**config.mk**
```make
export PLATFORM = sky130hd
export DESIGN_NAME = pipe_stall_ctrl
export DESIGN_NICKNAME = d
export VERILOG_FILES = /design/src/rtl/pipe_stall_ctrl.sv
export SDC_FILE = /design/constraint.sdc
export NUM_CORES = 1
export LEC_CHECK = 0
export BUFFER_PORTS_ARGS = -buffer_cell sky130_fd_sc_hd__clkbuf_2
export CAP_MARGIN = 20
export CORE_UTILIZATION = 48
export CTS_CLUSTER_DIAMETER = 150
export CTS_CLUSTER_SIZE = 30
export DETAILED_ROUTE_END_ITERATION = 10
export HOLD_SLACK_MARGIN = 0.05
export PLACE_DENSITY_LB_ADDON = 0.25
export SETUP_SLACK_MARGIN = 0.2
export SLEW_MARGIN = 15
export SYNTH_ARGS = -nofsm -noshare
export SYNTH_HDL_FRONTEND = slang
export SYNTH_SLANG_ARGS = --single-unit
export TNS_END_PERCENT = 10
```
**constraint.sdc**
```tcl
create_clock -name clk -period 1.9 [get_ports clk]
set_input_delay 0.095 -clock clk [delete_from_list [all_inputs] [get_ports clk]]
set_output_delay 0.095 -clock clk [all_outputs]
set_load 0.01 [all_outputs]
```
**src/rtl/pipe_stall_ctrl.sv**
```systemverilog
// Stall/flush sequencer for the 5-stage core: merges the ID load-use hold with
// the EX iterative-divide sequence and owns the divider step/done timing.
module pipe_stall_ctrl #(
  parameter int STALL_WD   = 6,
  parameter int DIV_CYCLES = 32,
  parameter int PERF_WD    = 32
) (
  input  logic                clk,
  input  logic                rst,
  input  logic                stallreq_id,
  input  logic                ex_div_start,
  input  logic                flush,
  output logic [STALL_WD-1:0] stall,
  output logic                div_step,
  output logic                div_done,
  output logic                div_busy,
  output logic [PERF_WD-1:0]  stall_cycles
);

  localparam logic [STALL_WD-1:0] NONE   = '0;
  localparam logic [STALL_WD-1:0] ID_REQ = STALL_WD'(6'b000111);
  localparam logic [STALL_WD-1:0] EX_REQ = STALL_WD'(6'b001111);
  localparam logic [5:0]          CNT_LOAD = 6'(DIV_CYCLES - 1);

  typedef enum logic [1:0] {
    IDLE     = 2'd0,
    DIV_BUSY = 2'd1,
    DIV_DONE = 2'd2
  } state_t;

  state_t             r_state;
  logic [5:0]         r_cnt;
  logic [PERF_WD-1:0] r_stallCycles;
  logic               w_divLaunch;
  logic               w_stalled;

  assign w_divLaunch = (r_state == IDLE) && ex_div_start && !flush;

  // Outputs are gated by rst and flush so an abort never leaks a hold or a step.
  always_comb begin
    stall    = NONE;
    div_step = 1'b0;
    div_done = 1'b0;
    if (!rst && !flush) begin
      case (r_state)
        IDLE: begin
          if (ex_div_start)     stall = EX_REQ;
          else if (stallreq_id) stall = ID_REQ;
        end
        DIV_BUSY: begin
          stall    = EX_REQ;
          div_step = 1'b1;
        end
        DIV_DONE: begin
          div_done = 1'b1;
          if (stallreq_id) stall = ID_REQ;
        end
        default: stall = NONE;
      endcase
    end
  end

  assign div_busy     = (r_state == DIV_BUSY) && !rst;
  assign w_stalled    = (stall != NONE);
  assign stall_cycles = r_stallCycles;

  always_ff @(posedge clk or posedge rst) begin
    if (rst) begin
      r_state <= IDLE;
      r_cnt   <= 6'd0;
    end else if (flush) begin
      r_state <= IDLE;
      r_cnt   <= 6'd0;
    end else begin
      case (r_state)
        IDLE: begin
          if (w_divLaunch) begin
            r_state <= DIV_BUSY;
            r_cnt   <= CNT_LOAD;
          end
        end
        DIV_BUSY: begin
          if (r_cnt == 6'd0) r_state <= DIV_DONE;
          else               r_cnt   <= r_cnt - 6'd1;
        end
        // The DONE cycle's ex_div_start is the same instruction, so it is ignored.
        DIV_DONE: r_state <= IDLE;
        default:  r_state <= IDLE;
      endcase
    end
  end

  always_ff @(posedge clk or posedge rst) begin
    if (rst)
      r_stallCycles <= '0;
    else if (w_stalled && (r_stallCycles != '1))
      r_stallCycles <= r_stallCycles + 1'b1;
  end

endmodule

```
==> metrics.md, run 1 <==
| Metric | Value |
|---|---|
| Starting density of the core | `0.509` |
| Buffers added on ports | `43` |
| FF-to-FF setup slack | `160 ps` |
| Inserted Clock Buffers | `5` |
| Avg WL per Cell | `13.8 microns` |
| Area leader, netlist | `dfrtp_1` |
| Max-Cap Viols | `0` |
| Synth Register Bits | `40` |
| Worst-path clk slew | `80 ps` |
| HP Start | `flush` |
| Die width | `67.8 microns` |
| Metal3 WL | `199 microns` |
| Root buf cell | `clkbuf_8` |
| Worst R2R Start | `stall_cycles[18]` |
| Status | `completed` |
| CP Launch Type | `register` |
| Clock Path Buffers | `2` |
| Die footprint | `0.00460 sq mm` |
| Final setup fails | `0` |
| Row cnt | `23` |
| Grt ovf | `0` |
| Crit end category | `register` |
| Total track usage | `0.218` |
| # IOs | `46` |
| Ratio of routed vias to standard cells | `5.25` |
| DRT iter0 DRCs | `80` |
| Fin. Hold Viols | `0` |
| First-pass GRT wire length | `7.33 mm` |
| Clk sinks | `40` |
| Final period utilization | `0.917` |
| Post-Syn Area | `0.00208 sq mm` |
| Clock latency on the worst-skew pair | `290 ps` |
| VDD IR max | `588 uV` |
| Chip Height | `67.8 microns` |
| Worst Tran Pin Value | `508 ps` |
| WHS | `104 ps` |
| Layout cells sized above 1 | `0.381` |
| RePlAce Congestion | `0.781` |
| Final #Nets | `280` |
| H-tree depth | `2` |
| Ys Warns | `0` |
| Diodes inserted | `0` |
| WP data arrival | `1920 ps` |
| Synth top area share | `0.482` |
| Clock Skews | `4.13 ps` |
| Multi-input logic area | `0.00108 sq mm` |
| Antenna-violating nets left | `0` |
| Hold Path End | `r_cnt[3]` |
| DRC Markers | `0` |
| Post-synth EDFFs | `0` |
| WS Path Type | `register to register` |
| Sequential share of the synthesized area | `0.482` |
| Setup TNS | `0 ps` |
| M1 WL | `2.22 mm` |
| Register area | `0.00100 sq mm` |
| Fillers | `330` |
| Met2 WL post-DR | `1.98 mm` |
| Hold WC Path Type | `input pin to register` |
| Top sig layer | `met4` |
| CP Max Fanout | `6` |
| Core Region | `0.00409 sq mm` |
| Commonest register cell after synthesis | `dfrtp_1` |
| Max-slew headroom | `0.662` |
| Vias | `1695` |
| Total power | `2280 uW` |
| Post-synth ARST share | `1.00` |
| Area Overhead vs Synth | `33.5%` |
| WL final | `4.47 mm` |
| Unique masters post-synth | `41` |
| Tmin final | `1740 ps` |
| Leak Pwr | `0.00139 uW` |
| Slew Viols, Final | `0` |
| Worst Hold Depth | `2` |
| Synthesized instance count | `197` |
| Antenna violations before repair | `0` |
| Max Freq | `574 MHz` |
| TritonCTS clock tree | `yes` |
| Vias in the first global route | `1542` |
| Drt pass-1 iters | `4` |
| Post-DP HPWL | `3.17 mm` |
| Avg Cell Area, Syn | `10.5 sq um` |
| Ranking of synthesized cells by area | `dfrtp_1 (48%), xnor2_1 (9.7%), xor2_1 (3.4%)` |
| PwrDens | `820 mW/mm^2` |
| Reg2reg end | `stall_cycles[29]` |
| RSZ-0062 raised after global routing | `yes` |
| Crit path required time | `2080 ps` |
| Pin count of the biggest net entering global routing | `41` |
| Reg2reg path depth | `6` |
==> cells in the final DEF (no fill, tap or decap), types with 2 or more instances in the layout <==
master / instances
o21ai_0: 2
conb_1: 2
clkbuf_8: 7
nand2_1: 15
a211oi_1: 2
clkbuf_2: 43
nor3_1: 3
a311oi_1: 2
and2_1: 2
nor2_1: 17
inv_1: 5
xnor2_1: 23
dfrtp_1: 40
nor3_4: 2
buf_4: 31
and4_4: 3
a41o_1: 3
xor2_1: 8
a21oi_1: 4
nand3_1: 13
ha_1: 2
nor4_4: 4
and3_1: 5
nand2b_1: 3
nand4_1: 10
==> routing by layer <==
| metal | global-route usage | up-vias |
|---|---|---|
| met5 | 0 | - |
| met4 | 0.0833 | 0 |
| met3 | 0.0574 | 5 |
| met2 | 0.319 | 50 |
| met1 | 0.304 | 799 |
| li1 | - | 841 |
==> how the worst max path moves through the flow <==
stage                                 from                to  slack, ps  depth (start not counted)
after floorplan            stall_cycles[0]  stall_cycles[27]         40                          8
after global placement     stall_cycles[0]  stall_cycles[21]        130                          7
after detailed placement   stall_cycles[1]  stall_cycles[21]         60                          7
after CTS                 stall_cycles[21]  stall_cycles[29]        170                          5
after global routing      stall_cycles[23]  stall_cycles[31]         60                          6
final                     stall_cycles[18]  stall_cycles[29]        160                          6
==> logic make-up after synthesis <==
family                   count (synthesis)  synth area share
multiplexers                             1           0.00542
AO/OA/AOI/OAI                           18            0.0710
adder cells (fa/ha/maj)                  3            0.0181
AND/OR/NAND/NOR                         88             0.246
flip-flops                              40             0.482
other                                    1           0.00180
buffers and inverters                   15            0.0458
XOR/XNOR                                31             0.131
==> sequential cells by signal, summed over array words and instances, names as in the netlist <==
| name | cells |
|---|---|
| r_state | 2 |
| stall_cycles | 32 |
| r_cnt | 6 |
==> report_power, final <==
group | leakage (uW) | switching (uW) | internal (uW)
logic | 0.000793 | 247 | 225
registers | 0.000534 | 103 | 938
clock network | 0.0000645 | 299 | 463
==> synthesized netlist by cell type, types with 2 or more instances <==
master and count:
a211oi_1 2, a21oi_1 4, a311oi_1 2, a41o_1 3, and2_1 3, and3_1 5, and4_4 2, buf_4 4
buf_6 3, clkbuf_1 2, dfrtp_1 40, ha_1 3, inv_1 5, nand2_1 15, nand2b_1 3, nand3_1 13
nand4_1 10, nor2_1 17, nor3_1 6, nor4_1 4, o21ai_0 2, xnor2_1 23, xor2_1 8
==> repair_timing <==
action,in CTS,in global routing
gates resized for setup,6,1
hold endpoints to repair,40,0
setup endpoints to repair,25,35
buffers inserted,5,0
hold buffers,1,0
pin swaps,7,2
==> per-stage QoR <==
step / cells / setup WS (ps) / utilization / instance area, sq um
after floorplan: 198 / 41.6 / - / 2160
after global placement: 309 / 128 / 0.629 / 2570
after detailed placement: 309 / 55.6 / 0.629 / 2570
after CTS: 323 / 172 / 0.678 / 2770
after global routing: 323 / 56.3 / 0.679 / 2780
final: 323 / 157 / 0.679 / 2780
==> critical path: stages, from the launching register on <==
cell and delay [ps]:
dfrtp_1 350, nand4_1 200, nor4_4 420, a41o_1 300
buf_12 160, nor4_4 40, xor2_1 160
==> area by class of cell <==
| class | count | share of cell area |
|---|---|---|
| Timing Repair Buffer | 77 | 0.176 |
| Clock inverter | 1 | 0.0108 |
| Inverter | 5 | 0.00676 |
| Tap cell | 50 | 0.0225 |
| Sequential cell | 40 | 0.361 |
| Clock buffer | 7 | 0.0347 |
| Multi-Input combinational cell | 143 | 0.388 |
No activity file was read; power rests on OpenSTA's default activity.
==> inputs of run 2 (changes only) <==
Settings changed: ABC_AREA set to 1, CORE_UTILIZATION 48 to 51.
==> run 2 against run 1 <==
  * Critical path depth grew 2
  * Register-to-register slack gained 110 ps
  * Wire length grew 53%
  * Worst setup slack gained 110 ps
  * Core utilization shrank 4.6 points
  * Count of clock-buffer cells in the layout shrank 2
  * Fmax grew 6.7%
  * Global-route usage grew 4.9 points
  * First-iteration DRC count grew 130%
==> metrics.md, run 2 <==
| Metric | Value |
|---|---|
| Clock Skews | `10.1 ps (+5.95 ps)` |
| TritonCTS clock tree | `yes` |
| WP data arrival | `1830 ps (-90 ps)` |
| Clock Path Buffers | `2 (unchanged)` |
| CP max stage delay | `470 ps (+50 ps)` |
| Inserted Clock Buffers | `5 (unchanged)` |
| Max Freq | `612 MHz (+6.7%)` |
| Setup TNS | `0 ps (unchanged)` |
| # IOs | `46 (unchanged)` |
| Post-synth ARST share | `1.00 (unchanged)` |
| Fin util | `0.633 (-0.0457)` |
| Crit path required time | `2100 ps (+20 ps)` |
| Synth Register Bits | `40 (unchanged)` |
| WHS | `358 ps (+254 ps)` |
| Crit end category | `register` |
| Post-DP HPWL | `5.05 mm (+59%)` |
| Top-count cell post-synth | `nand2_1` |
| Max-slew headroom | `0.659 (-0.00216)` |
| Final Worst Setup Slack | `267 ps (+109 ps)` |
| Row cnt | `26 (+13%)` |
| Most frequent cells in the layout | `nand2_1 (198), nor2_1 (55), clkbuf_2 (43), inv_1 (38), dfrtp_1 (36)` |
| WL final | `6.84 mm (+53%)` |
| Vias in the first global route | `2533 (+64%)` |
| Die footprint | `0.00563 sq mm (+23%)` |
| Synthesized instance count | `421 (+110%)` |
| Sequential group share of total power | `0.459 (about the same)` |
| CP Cell Sequence | `nand2_1, nor2_1, nand2_1, nor2_1, nand2_4, nand2_8, buf_4, o21ai_0` |
| Most common cell after layout, fill and taps aside | `nand2_1` |
| Grt ovf | `0 (unchanged)` |
| PwrDens | `659 mW/mm^2 (-20%)` |
| Worst-path clk slew | `90 ps (about the same)` |
| Die width | `75.1 microns (+11%)` |
| Area leader, netlist | `dfrtp_1` |
| Clock network power share | `0.333 (-0.002)` |
| Commonest register cell after synthesis | `dfrtp_1` |
| Avg WL per Cell | `12.3 microns (-11%)` |
| Max-Cap Viols | `0 (unchanged)` |
| WS Path Type | `register to register` |
| Synth top cells by count | `nand2_1 (199), nor2_1 (57), dfrtp_1 (40)` |
| Clk sinks | `40 (unchanged)` |
| Drt pass-1 iters | `4 (unchanged)` |
| Post-Syn Area | `0.00272 sq mm (+31%)` |
| Final setup fails | `0 (unchanged)` |
| Worst Tran Pin Value | `511 ps (+3.24 ps)` |
| Final period utilization | `0.860 (-0.0575)` |
| Starting density of the core | `0.530 (+0.0211)` |
| Combinational power share | `0.208 (about the same)` |
| Antenna-violating nets left | `0 (unchanged)` |
| H-tree depth | `2 (unchanged)` |
| Antenna violations before repair | `0 (unchanged)` |
| Ranking of synthesized cells by area | `dfrtp_1 (37%), nand2_1 (27%), nor2_1 (7.9%)` |
| Sequential share of the synthesized area | `0.368 (-0.114)` |
| Max FFs per register | `32 (unchanged)` |
| Avg Cell Area, Syn | `6.47 sq um (-39%)` |
| First-pass GRT wire length | `11.2 mm (+53%)` |
| Chip Height | `75.1 microns (+11%)` |
| Hold WC Path Type | `input pin to register` |
| Core Region | `0.00514 sq mm (+26%)` |
| Post-synth EDFFs | `0 (unchanged)` |
| Int Pwr | `1470 uW (-9.5%)` |
| RePlAce Congestion | `0.897 (+15%)` |
| Unique masters post-synth | `25 (-39%)` |
| Diodes inserted | `0 (unchanged)` |
| VDD IR max | `541 uV (-8.0%)` |
| Root buf cell | `clkbuf_8` |
| Synth top area share | `0.368 (-0.114)` |
| Leak Pwr | `0.00168 uW (+21%)` |
| Total power | `2150 uW (-5.7%)` |
| Vias | `2809 (+66%)` |
| CP Max Fanout | `7 (+1)` |
| Switching Fraction | `0.314 (+0.0289)` |
| DRC Markers | `0 (unchanged)` |
| Total track usage | `0.267 (+0.0494)` |
| Final #Nets | `492 (+76%)` |
| Pin count of the biggest net entering global routing | `41 (unchanged)` |
| Slew Viols, Final | `0 (unchanged)` |
| Tmin final | `1630 ps (-109 ps)` |
| Buffers added on ports | `43 (unchanged)` |
| Area Overhead vs Synth | `19.6%` |
| Clock latency on the worst-skew pair | `310 ps (+20 ps)` |
| CP max stage cell | `dfrtp_1` |
| Layout cells sized above 1 | `0.188 (-0.193)` |
| CP Launch Type | `register` |
| P_sw | `673 uW (+3.9%)` |
| Status | `completed` |
| Fin. Hold Viols | `0 (unchanged)` |
| DRT iter0 DRCs | `183 (+130%)` |
| RSZ-0062 raised after global routing | `yes` |
| Ratio of routed vias to standard cells | `5.06 (-3.6%)` |
| Setup WS pre-CTS | `70.9 ps (+15.4 ps)` |
| Ys Warns | `0 (unchanged)` |
## run 2: cell type report
| cell class | count | area, sq um |
|---|---|---|
| Clock buffer | 5 | 68.8 |
| Clock inverter | 3 | 42.5 |
| Fill cell | 495 | 1880 |
| Timing Repair Buffer | 63 | 374 |
| Sequential cell | 40 | 1010 |
| Tap cell | 70 | 87.6 |
| Inverter | 41 | 165 |
| Multi-Input combinational cell | 333 | 1510 |
## run 2: logic make-up (layout without fill, tap and decap cells)
kind of cell / after synthesis / count (layout) / share of synthesized area
other: 1 / 2 / 0.00138
and+or+nand+nor: 296 / 297 / 0.452
xor gates and xnor gates: 13 / 13 / 0.0418
buffers and inverters: 50 / 112 / 0.0864
adders and majority gates: 3 / 3 / 0.0138
DFF: 40 / 40 / 0.368
AOI/OAI and AO/OA: 18 / 18 / 0.0372
## run 2: critical path: cells and delay by family, from the launching register on
family	cells	cell delay, ps
DFF	1	470
and+or+nand+nor	6	800
AOI/OAI and AO/OA	1	80
buffers and inverters	1	160
## run 2: path summary, 6_finish.rpt
kind | slack [ps] | depth (start not counted) | start | endpoint
setup / recovery | 270 | 8 | stall_cycles[19] | stall_cycles[5]
hold / removal | 360 | 6 | stallreq_id | stall_cycles[24]
setup reg to reg | 270 | 8 | stall_cycles[19] | stall_cycles[5]
hold reg to reg | 550 | 3 | r_state[1] | r_state[1]
max in group asynchronous | 1010 | 4 | rst | stall_cycles[0]
min in group asynchronous | 520 | 4 | rst | stall_cycles[12]
## run 2: repair_timing
action,CTS,global route
setup endpoints to repair,26,31
hold endpoints to repair,41,0
hold buffers,2,0
gates resized for setup,2,8
buffers inserted,2,2
gates cloned,1,0
pin swaps,2,1
## run 2: power groups by stage
stage | sequential (uW) | combinational [uW] | clock (uW)
final | 985 | 447 | 713
after global routing | 997 | 507 | 748
after CTS | 985 | 442 | 721
after detailed placement | 1010 | 406 | 0
after global placement | 1000 | 394 | 0
after floorplan | 1020 | 270 | 0
## run 2: routing by layer
metal / GRT usage / vias up / wire length, microns
met5: 0 / - / 0
met4: 0.113 / 0 / 147
met3: 0.0388 / 17 / 397
met2: 0.430 / 95 / 3130
met1: 0.359 / 1278 / 3160
li1: - / 1419 / -
## run 2: through the flow
| stage | instance area, sq um | cells |
|---|---|---|
| after floorplan | 2730 | 422 |
| after CTS | 3220 | 553 |
| after detailed placement | 3060 | 540 |
| after global placement | 3060 | 540 |
| after global routing | 3260 | 555 |
| final | 3260 | 555 |
==> inputs of run 3 (changes only) <==
--- a/config.mk
+++ b/config.mk
@@ -9,5 +9,5 @@
 export BUFFER_PORTS_ARGS = -buffer_cell sky130_fd_sc_hd__clkbuf_2
 export CAP_MARGIN = 20
-export CORE_UTILIZATION = 51
+export CORE_UTILIZATION = 55
 export CTS_CLUSTER_DIAMETER = 150
 export CTS_CLUSTER_SIZE = 30
@@ -15,5 +15,4 @@
 export HOLD_SLACK_MARGIN = 0.05
 export PLACE_DENSITY_LB_ADDON = 0.25
-export SETUP_SLACK_MARGIN = 0.2
 export SLEW_MARGIN = 15
 export SYNTH_ARGS = -nofsm -noshare
==> constraint.sdc (replaced) <==
create_clock -name clk -period 2 [get_ports clk]
set_input_delay 0.1 -clock clk [delete_from_list [all_inputs] [get_ports clk]]
set_output_delay 0.1 -clock clk [all_outputs]
set_load 0.005 [all_outputs]
==> run 3 against run 2 <==
  * Design area is 3.9% lower
  * Register-to-register slack got worse by 97 ps
  * Non-clock buffer count shrank 13
  * Final cell count decreased by 2.9%
  * Clock skew down 3.7 ps
  * Worst setup slack got worse by 130 ps
  * First-iteration DRC count is 34% higher
  * Sequential share of layout area up 1.1 points
  * Critical path depth is 1 lower
  * Count of clock-buffer cells in the layout grew 1
  * Core utilization increased by 2.5 points
  * Clock power shrank 8.0%
  * Critical endpoint is now stall[0]
  * Largest power group unchanged
==> metrics.md, run 3 (synthesized netlist as in run 2, its figures left out) <==
| Metric | Value |
|---|---|
| RSZ-0062 raised after global routing | `no` |
| Total track usage | `0.265 (-0.00175)` |
| Cell mode on critical path | `clkbuf_2` |
| Max FFs per register | `32 (unchanged)` |
| Clock latency on the worst-skew pair | `300 ps (about the same)` |
| Most common cell after layout, fill and taps aside | `nand2_1` |
| Hold Path End | `stall_cycles[24]` |
| FF-to-FF setup slack | `170 ps (-100 ps)` |
| CP Cell Sequence | `dlygate4sd3_1, clkbuf_2, inv_1, nand2_1, a21oi_4, buf_4, clkbuf_2` |
| Vias in the first global route | `2350 (-7.2%)` |
| Grt ovf | `0 (unchanged)` |
| Reg2reg path depth | `10 (+2)` |
| Pin count of the biggest net entering global routing | `41 (unchanged)` |
| P_sw | `590 uW (-12%)` |
| Area Overhead vs Synth | `14.9%` |
| WS Path Type | `input pin to primary output` |
| Avg WL per Cell | `12.5 microns (+1.3%)` |
| Status | `completed` |
| Clk sinks | `40 (unchanged)` |
| Leak Pwr | `0.00162 uW (-3.6%)` |
| Hold WC Path Type | `input pin to register` |
| HP Start | `stallreq_id` |
| CP Max Fanout | `8 (+1)` |
| Ratio of routed vias to standard cells | `5.05 (-0.26%)` |
| H-tree depth | `2 (unchanged)` |
| Crit path required time | `1900 ps (-200 ps)` |
| Register area | `0.00100 sq mm (-0.50%)` |
| Fillers | `434 (-12%)` |
| CP max stage cell | `dlygate4sd3_1` |
| Worst Hold Depth | `5 (-1)` |
| CP max stage delay | `540 ps (+70 ps)` |
| Chip Height | `72.4 microns (-3.6%)` |
| DRT iter0 DRCs | `245 (+34%)` |
| Antenna violations before repair | `0 (unchanged)` |
| Tmin final | `1860 ps` |
| Clock Path Buffers | `2 (unchanged)` |
| Fin. Hold Viols | `0 (unchanged)` |
| Row cnt | `25 (-3.8%)` |
| Final #Nets | `479 (-2.6%)` |
| Switching Fraction | `0.300 (-0.0141)` |
| Buffers added on ports | `43 (unchanged)` |
| WL final | `6.73 mm (-1.6%)` |
| Sequential group share of total power | `0.476 (+0.017)` |
| Clock network power share | `0.333 (about the same)` |
| Setup TNS | `0 ps (unchanged)` |
| Most frequent cells in the layout | `nand2_1 (199), nor2_1 (56), clkbuf_2 (43), dfrtp_1 (40), inv_1 (38)` |
| Final setup fails | `0 (unchanged)` |
| Vias | `2721 (-3.1%)` |
| First-pass GRT wire length | `10.8 mm (-3.8%)` |
| Max Freq | `536 MHz` |
| Clock Skews | `6.40 ps (-3.68 ps)` |
| Multi-input logic area | `0.00150 sq mm (-0.50%)` |
| WP data arrival | `1760 ps (-70 ps)` |
| WHS | `302 ps (-55.9 ps)` |
| VDD IR max | `482 uV (-11%)` |
| Die width | `72.4 microns (-3.6%)` |
| Diodes inserted | `0 (unchanged)` |
| Drt pass-1 iters | `4 (unchanged)` |
| DRC Markers | `0 (unchanged)` |
| TritonCTS clock tree | `yes` |
| Placed cells | `526 (-2.6%)` |
| PwrDens | `629 mW/mm^2 (-4.5%)` |
| Worst R2R Start | `stall_cycles[1]` |
| Starting density of the core | `0.573 (+0.0429)` |
| Int Pwr | `1380 uW (-6.4%)` |
| Setup WS pre-CTS | `131 ps (+60.2 ps)` |
| Final Worst Setup Slack | `136 ps (-131 ps)` |
| Inserted Clock Buffers | `5 (unchanged)` |
| RePlAce Congestion | `0.908 (+1.3%)` |
| Worst-path clk slew | `80 ps (about the same)` |
| Worst setup path startpoint | `flush` |
| Final non-filler cell total | `539 (-2.9%)` |
| Core Region | `0.00475 sq mm (-7.5%)` |
| Die footprint | `0.00524 sq mm (-7.1%)` |
| CP Launch Type | `input pin` |
| Reg2reg end | `stall_cycles[11]` |
| Antenna-violating nets left | `0 (unchanged)` |
| Crit end category | `primary output` |
| Max-slew headroom | `0.660 (+0.000836)` |
| # IOs | `46 (unchanged)` |
| Root buf cell | `clkbuf_8` |
| Layout cells sized above 1 | `0.148 (-0.0393)` |
| Slew Viols, Final | `0 (unchanged)` |
| Post-DP HPWL | `4.77 mm (-5.5%)` |
| Max-Cap Viols | `0 (unchanged)` |
| Worst Tran Pin Value | `510 ps (-1.25 ps)` |
| Final period utilization | `0.932` |
| Combinational power share | `0.191 (-0.017)` |
run 3: area by class of cell:
type / count / share of cell area
Clock buffer: 6 / 0.0232
Clock inverter: 2 / 0.0112
Inverter: 41 / 0.0512
Multi-Input combinational cell: 333 / 0.481
Sequential cell: 40 / 0.320
Tap cell: 67 / 0.0268
Timing Repair Buffer: 50 / 0.0872
run 3: how the worst max path moves through the flow:
stage | slack, ps | end
2_1_floorplan | 320 | stall_cycles[14]
3_3_place_gp | 210 | stall_cycles[26]
3_5_place_dp | 130 | stall_cycles[14]
4_1_cts | 120 | stall_cycles[11]
5_1_grt | 10 | stall_cycles[21]
6_report | 140 | stall[0]
run 3: stage by stage:
| step | util | instance area (sq um) | total power (uW) |
|---|---|---|---|
| finish | 0.658 | 3130 | 1970 |
| global route | 0.658 | 3130 | 2070 |
| CTS | 0.652 | 3100 | 1970 |
| detailed placement | 0.625 | 2970 | 1310 |
| global placement | 0.625 | 2970 | 1300 |
| floorplan | - | 2730 | 1210 |
run 3: critical path, delay by kind of cell:
kind / cells / cell delay, ps
buffers and inverters: 5 / 1100
and+or+nand+nor: 1 / 180
AOI/OAI and AO/OA: 1 / 380
run 3: repair_timing:
action                                  in CTS  in global routing
gates resized for setup                      0                  1
buffers inserted                             0                  2
endpoints found under the hold margin       41                  0
endpoints found under the setup margin       0                 18
hold buffers                                 2                  0
run 3: layer usage:
layer,track usage,vias to the layer above,wire (microns)
met5,0,-,0
met4,0.0588,0,99
met3,0.0417,11,326
met2,0.436,83,3140
met1,0.369,1239,3160
li1,-,1388,-
run 3: power groups by stage:
stage | sequential, uW | clock, uW | combinational, uW
finish | 938 | 656 | 375
CTS | 938 | 669 | 364
floorplan | 952 | 0 | 253
global placement | 950 | 0 | 346
detailed placement | 955 | 0 | 358
global route | 947 | 699 | 424
